<file path="config.mk">
export PLATFORM = sky130hd
export DESIGN_NAME = digit_scan_ctrl_flat
export DESIGN_NICKNAME = d
export VERILOG_FILES = /design/src/rtl/digit_scan_ctrl_if.sv /design/src/rtl/digit_scan_ctrl.sv /design/src/flat_wrapper.sv
export SDC_FILE = /design/constraint.sdc
export NUM_CORES = 1
export LEC_CHECK = 0
export BUFFER_PORTS_ARGS = -buffer_cell sky130_fd_sc_hd__buf_2
export CORE_UTILIZATION = 40
export DETAILED_ROUTE_END_ITERATION = 10
export PLACE_DENSITY = 0.63
export SLEW_MARGIN = 5
export SYNTH_ARGS = -nofsm -noshare
export SYNTH_HDL_FRONTEND = slang
export SYNTH_SLANG_ARGS = --single-unit
</file>
<file path="constraint.sdc">
create_clock -name clk -period 9 [get_ports clk]
set_input_delay 0 -clock clk [delete_from_list [all_inputs] [get_ports clk]]
set_output_delay 0 -clock clk [all_outputs]
set_load 0.05 [all_outputs]
</file>
<file path="src/rtl/digit_scan_ctrl_if.sv">
// digit_scan_ctrl_if -- value/load handshake and display-pin bundle for the
// four-digit seven-segment scan controller.
//
// Signals:
//   value_i     [15:0] value to display, nibble k drives digit k
//   load_i             one-cycle strobe capturing value_i into the pending buffer
//   pending_o          high while a loaded value awaits the frame commit
//   anode_o     [3:0]  one-hot digit select, active-high
//   seg_o       [6:0]  segments {g,f,e,d,c,b,a}, active-high
//   digit_idx_o [1:0]  current slot index
//   frame_o            one-cycle pulse after the edge where the index wraps 3->0
//
// Modports:
//   master - value source / display observer (drives value_i, load_i)
//   slave  - the scan controller itself
interface digit_scan_ctrl_if;
  logic [15:0] value_i;
  logic        load_i;
  logic        pending_o;
  logic [3:0]  anode_o;
  logic [6:0]  seg_o;
  logic [1:0]  digit_idx_o;
  logic        frame_o;

  modport master (
    output value_i,
    output load_i,
    input  pending_o,
    input  anode_o,
    input  seg_o,
    input  digit_idx_o,
    input  frame_o
  );

  modport slave (
    input  value_i,
    input  load_i,
    output pending_o,
    output anode_o,
    output seg_o,
    output digit_idx_o,
    output frame_o
  );
endinterface

</file>
<file path="src/rtl/digit_scan_ctrl.sv">
// digit_scan_ctrl -- time-multiplexed scan controller for a 4-digit
// seven-segment display. A prescaler divides clk into digit slots of TICKS
// cycles; the slot index walks 0->1->2->3 and the matching nibble of the
// shown value is decoded to segments. New values are double-buffered in a
// pending register and committed only when the index wraps 3->0, so a frame
// never mixes old and new digits.
//
// Ports:
//   clk  - system clock, rising edge
//   rst  - asynchronous, active-high reset
//   bus  - digit_scan_ctrl_if.slave (value_i, load_i, pending_o, anode_o,
//          seg_o, digit_idx_o, frame_o)
//
// Parameters:
//   DIV_W     - prescaler width
//   TICKS     - cycles per digit slot, 2 <= TICKS <= 2**DIV_W
//   BLANK_CYC - dead-time cycles at the start of each slot, 0 <= BLANK_CYC < TICKS
//
// Optional feature macro: LEAD_ZERO_BLANK_EN
//   Defined   - digits 1..3 are suppressed (anode and segments off) while
//               shown nibbles k..3 are all zero; digit 0 is always driven.
//   Undefined - all four digits are always driven.
//
// All outputs are registered. The output flops are loaded from the decode of
// the *next* register state, so they are cycle-for-cycle identical to a
// combinational decode of the state registers.
module digit_scan_ctrl #(
  parameter int DIV_W     = 16,
  parameter int TICKS     = 50000,
  parameter int BLANK_CYC = 2
) (
  input logic              clk,
  input logic              rst,
  digit_scan_ctrl_if.slave bus
);

  localparam logic [DIV_W-1:0] TICK_LAST = DIV_W'(TICKS - 1);
  localparam logic [DIV_W-1:0] BLANK_LIM = DIV_W'(BLANK_CYC);
  localparam logic [3:0]       RST_ANODE = (BLANK_CYC > 0) ? 4'b0000 : 4'b0001;

  // Hex digit to active-high {g,f,e,d,c,b,a} pattern.
  function automatic logic [6:0] hex_seg(input logic [3:0] nib);
    case (nib)
      4'h0:    hex_seg = 7'h3F;
      4'h1:    hex_seg = 7'h06;
      4'h2:    hex_seg = 7'h5B;
      4'h3:    hex_seg = 7'h4F;
      4'h4:    hex_seg = 7'h66;
      4'h5:    hex_seg = 7'h6D;
      4'h6:    hex_seg = 7'h7D;
      4'h7:    hex_seg = 7'h07;
      4'h8:    hex_seg = 7'h7F;
      4'h9:    hex_seg = 7'h6F;
      4'hA:    hex_seg = 7'h77;
      4'hB:    hex_seg = 7'h7C;
      4'hC:    hex_seg = 7'h39;
      4'hD:    hex_seg = 7'h5E;
      4'hE:    hex_seg = 7'h79;
      4'hF:    hex_seg = 7'h71;
      default: hex_seg = 7'h00;
    endcase
  endfunction

  // 2-to-4 one-hot select decode.
  function automatic logic [3:0] onehot4(input logic [1:0] sel);
    case (sel)
      2'd0:    onehot4 = 4'b0001;
      2'd1:    onehot4 = 4'b0010;
      2'd2:    onehot4 = 4'b0100;
      2'd3:    onehot4 = 4'b1000;
      default: onehot4 = 4'b0000;
    endcase
  endfunction

`ifdef LEAD_ZERO_BLANK_EN
  // A digit is a leading zero when it and every more-significant nibble are zero.
  function automatic logic lead_zero(input logic [1:0] sel, input logic [15:0] val);
    case (sel)
      2'd1:    lead_zero = (val[15:4]  == 12'h000);
      2'd2:    lead_zero = (val[15:8]  == 8'h00);
      2'd3:    lead_zero = (val[15:12] == 4'h0);
      default: lead_zero = 1'b0;
    endcase
  endfunction
`endif

  logic [DIV_W-1:0] cnt_q, cnt_d;
  logic [1:0]       idx_q, idx_d;
  logic [15:0]      shown_q, shown_d;
  logic [15:0]      pend_q, pend_d;
  logic             pending_q, pending_d;
  logic             frame_q, frame_d;
  logic [3:0]       anode_q, anode_d;
  logic [6:0]       seg_q, seg_d;

  logic tick_s;
  logic commit_s;
  logic blank_s;
  logic suppress_s;

  // Next-state logic: prescaler, slot index, double buffer, output decode.
  always_comb begin
    tick_s   = (cnt_q == TICK_LAST);
    commit_s = tick_s && (idx_q == 2'd3);

    if (tick_s) begin
      cnt_d = {DIV_W{1'b0}};
      idx_d = idx_q + 2'd1;
    end else begin
      cnt_d = cnt_q + DIV_W'(1'b1);
      idx_d = idx_q;
    end

    // The commit reads the old pend, so a load on the commit edge stays pending.
    if (commit_s && pending_q) begin
      shown_d = pend_q;
    end else begin
      shown_d = shown_q;
    end

    if (bus.load_i) begin
      pend_d    = bus.value_i;
      pending_d = 1'b1;
    end else if (commit_s) begin
      pend_d    = pend_q;
      pending_d = 1'b0;
    end else begin
      pend_d    = pend_q;
      pending_d = pending_q;
    end

    frame_d = commit_s;

    blank_s = (BLANK_CYC > 0) && (cnt_d < BLANK_LIM);

`ifdef LEAD_ZERO_BLANK_EN
    suppress_s = lead_zero(idx_d, shown_d);
`else
    suppress_s = 1'b0;
`endif

    if (suppress_s) begin
      anode_d = 4'b0000;
      seg_d   = 7'h00;
    end else if (blank_s) begin
      anode_d = 4'b0000;
      seg_d   = hex_seg(shown_d[{idx_d, 2'b00} +: 4]);
    end else begin
      anode_d = onehot4(idx_d);
      seg_d   = hex_seg(shown_d[{idx_d, 2'b00} +: 4]);
    end
  end

  // State and output registers with asynchronous reset.
  always_ff @(posedge clk or posedge rst) begin
    if (rst) begin
      cnt_q     <= {DIV_W{1'b0}};
      idx_q     <= 2'd0;
      shown_q   <= 16'h0000;
      pend_q    <= 16'h0000;
      pending_q <= 1'b0;
      frame_q   <= 1'b0;
      anode_q   <= RST_ANODE;
      seg_q     <= 7'h3F;
    end else begin
      cnt_q     <= cnt_d;
      idx_q     <= idx_d;
      shown_q   <= shown_d;
      pend_q    <= pend_d;
      pending_q <= pending_d;
      frame_q   <= frame_d;
      anode_q   <= anode_d;
      seg_q     <= seg_d;
    end
  end

  assign bus.pending_o   = pending_q;
  assign bus.anode_o     = anode_q;
  assign bus.seg_o       = seg_q;
  assign bus.digit_idx_o = idx_q;
  assign bus.frame_o     = frame_q;

endmodule
</file>
<file path="src/flat_wrapper.sv">
// flat-port wrapper written by rule: the top's interface ports become plain ports
module digit_scan_ctrl_flat 
#(
  parameter int DIV_W     = 16,
  parameter int TICKS     = 50000,
  parameter int BLANK_CYC = 2
)
  (clk, rst, bus_value_i, bus_load_i, bus_pending_o, bus_anode_o, bus_seg_o, bus_digit_idx_o, bus_frame_o);
  digit_scan_ctrl_if bus_i ();
  input logic clk;
  input logic rst;
  input wire logic [$bits(bus_i.value_i)-1:0] bus_value_i;
  input wire logic [$bits(bus_i.load_i)-1:0] bus_load_i;
  output wire logic [$bits(bus_i.pending_o)-1:0] bus_pending_o;
  output wire logic [$bits(bus_i.anode_o)-1:0] bus_anode_o;
  output wire logic [$bits(bus_i.seg_o)-1:0] bus_seg_o;
  output wire logic [$bits(bus_i.digit_idx_o)-1:0] bus_digit_idx_o;
  output wire logic [$bits(bus_i.frame_o)-1:0] bus_frame_o;
  assign bus_i.value_i = bus_value_i;
  assign bus_i.load_i = bus_load_i;
  assign bus_pending_o = bus_i.pending_o;
  assign bus_anode_o = bus_i.anode_o;
  assign bus_seg_o = bus_i.seg_o;
  assign bus_digit_idx_o = bus_i.digit_idx_o;
  assign bus_frame_o = bus_i.frame_o;
  digit_scan_ctrl #(.DIV_W(DIV_W), .TICKS(TICKS), .BLANK_CYC(BLANK_CYC)) u_core (.clk(clk), .rst(rst), .bus(bus_i));
endmodule
</file>
==> out/metrics.yaml <==
status:
  status: "completed"
yosys:
  synth_edf_count: 0
  ys_ff_latch: 63
  ys_types: 45
  synthAdderAreaFrac: 0.0378
  synth-xor-area-share: 0.0529
  synth_compound_area_frac: 0.0328
  synth_top_family_by_area: "multiplexers"
  synthTopCellsByCount: "57 x dfrtp_1, 34 x mux2_2, 14 x nor2_1, 12 x mux2i_1, 10 x xnor2_1"
  ys_warn_count: 0
  async_flop_share: 1.00
  synthesis.area_sq_um: 2980
  synth_nets: 254
  yosysMostFrequentCell: "dfrtp_1"
  synth_cells: 226
  synth_area_leaders: "dfrtp_1 48%, mux2_2 13%, dfstp_2 5.3%"
  synth-simple-area-share: 0.127
  synth-seq-area-share: 0.532
  yosysTopAreaCell: "dfrtp_1"
  syn_avg_cell_area_sq_um: 13.2
  yosys_most_used_dff: "dfrtp_1"
  muxShareOfSynthArea: 0.190
  yosysTopAreaCellShare: 0.479
sta:
  max-slew-margin-rel: 0.392
  worst_pin_slew_ns: 0.908
  post-route-period-util: 0.464
  tns_ns: 0
  fin_skew_ns: 0.0101
  setup_viol: 0
  hold_ws_ns: 0.128
  rsz0062_at_grt: "false"
  fin_crit_ns: 4.18
  timing.fmax_ghz: 0.239
  setup_ws_ns: 4.82
  hold_viol: 0
  slew_viol_final: 0
detailed_routing:
  final_antenna_net_count: 0
  drc: 0
  drtIter0Drc: 93
  firstDrtPassIters: 4
  routed_wl_mm: 5.33
  num_vias: 1877
  avgViaCountPerCell: 4.88
  routedWlPerCell_um: 13.8
worst_setup_path:
  crit_slowest_cell: "nor3b_2"
  reg2regPathDepth: 8
  crit_fanout: 16
  r2r_setup_slack_ns: 4.82
  crit_family: "simple AND/OR/NAND/NOR gates"
  crit_type: "reg2reg"
  cp_cell_sequence: "or4_4 > nor4_4 > and3_1 > mux2_2 > o22ai_1 > nor3b_2 > mux2_1 > a22oi_1"
  cp-end-kind: "register"
  cp.buffers_inverters: 0
  cp.arrival_ns: 4.45
  crit_cells: 8
  startpoint_type: "register"
  critPathMaxStageDelay_ns: 0.76
  cp.required_ns: 9.27
cts:
  clock-sinks: 63
  cts_tree: "yes"
  numCtsBuffers: 9
  cts.htree.levels: 3
  clk_pin_slew_ns: 0.07
  insertion_delay_ns: 0.34
  cts.path.max_buffers: 2
  postCtsSetupBuffers: 0
  cts_root_buf: "clkbuf_8"
layout:
  nFillCells: 675
  drive_gt1_frac: 0.357
  final_nets: 309
  n_antenna_cell: 0
  area_growth_pct: 20.7
power:
  power_density_nw_per_um2: 157
  p_leak_nw: 1.70
  peakVddDrop_mv: 0.101
global_route:
  grt_max_degree: 64
  gr-total-overflow: 0
  track_usage: 0.159
  grt_pass1_wl_mm: 9.23
  first_global_vias: 1869
  antenna_found_initial: 0
floorplan:
  ios: 34
  core_area_sq_um: 7210
  die_h_um: 88.3
  dieArea_sq_um: 7800
  die_x_um: 88.3
  initial_core_util: 0.413
  row_count: 31
placed_design:
  port_buffers: 33
  dp_hpwl_mm: 3.60
  routabilityCongestion: 0.793
  place_ws_ns: 4.82
min_path:
  hold_path_class: "in2reg"
  holdPathStages: 2
run:
  max_cap_viol_count: 0
==> final cells by class <==
class | instances | area [sq um] | area share
clock buffer | 11 | 141 | 0.0393
clock inverter | 5 | 57.6 | 0.0160
inverter | 9 | 33.8 | 0.00939
multi-input combinational | 147 | 1310 | 0.365
sequential | 63 | 1580 | 0.441
tap | 99 | 124 | 0.0344
timing repair buffer | 51 | 343 | 0.0953
==> layout by cell type, fill, tap and decap left out, types with 2 or more instances in the layout <==
cell type,netlist,final
nand4b_1,2,2
mux2i_1,12,12
or3_1,2,2
inv_1,8,7
and3b_1,2,2
nand3_1,9,9
buf_2,0,33
and3_1,6,6
mux2_2,34,34
or4_4,2,2
a2bb2oi_1,2,2
dfrtp_1,57,57
xnor2_1,10,10
dlygate4sd3_1,0,17
nand2_1,8,8
clkbuf_8,0,10
xor2_1,8,8
clkinvlp_4,0,3
ha_1,9,9
nor2_1,14,14
dfstp_2,6,6
nor3_1,4,4
nor4_4,2,2
==> metal layers <==
layer | global-route usage | wire length [um]
met1 | 0.224 | 2650
met2 | 0.226 | 2340
met3 | 0.0401 | 223
met4 | 0.0836 | 113
met5 | 0 | 0
==> kinds of logic after synthesis <==
| kind of cell | count (synthesis) |
|---|---|
| AOI/OAI and AO/OA | 11 |
| xor gates and xnor gates | 18 |
| adders and majority gates | 9 |
| buffers and inverters | 16 |
| DFF | 63 |
| muxes | 50 |
| and+or+nand+nor | 59 |
==> metrics by stage <==
| step | area [sq um] | std cells | power [mW] | util |
|---|---|---|---|---|
| floorplan | 2980 | 226 | 0.311 | - |
| global placement | 3230 | 352 | 0.319 | 0.447 |
| detailed placement | 3230 | 352 | 0.319 | 0.447 |
| CTS | 3600 | 385 | 0.570 | 0.498 |
| global route | 3600 | 385 | 0.589 | 0.498 |
| finish | 3600 | 385 | 0.563 | 0.498 |
==> worst paths after layout <==
path / to / startpoint
max: u_core.bus.seg_o[5] / u_core.cnt_q[10]
min: u_core.bus.pending_o / bus_load_i
max reg2reg: u_core.bus.seg_o[5] / u_core.cnt_q[10]
min reg2reg: u_core.cnt_q[0] / u_core.cnt_q[0]
max in group asynchronous: u_core.cnt_q[15] / rst
min in group asynchronous: u_core.cnt_q[1] / rst
==> power by group <==
group,total (mW),internal [mW],switching (mW)
Clock,0.245,0.135,0.110
Sequential,0.295,0.290,0.00410
Combinational,0.0241,0.0142,0.00995
Total,0.563,0.439,0.124
==> what timing repair did <==
| item | CTS | global route |
|---|---|---|
| resized for setup | 0 | 0 |
| hold buffers | 17 | 0 |
| hold endpoints to repair | 73 | 0 |
==> registers in the layout, summed over array words and instances, names as in the netlist <==
| signal | flops |
|---|---|
| u_core.bus.anode_o | 4 |
| u_core.bus.digit_idx_o | 2 |
| u_core.bus.frame_o | 1 |
| u_core.bus.pending_o | 1 |
| u_core.bus.seg_o | 7 |
| u_core.cnt_q | 16 |
| u_core.pend_q | 16 |
| u_core.shown_q | 16 |
Note: power is estimated with default switching activity, not from simulation.
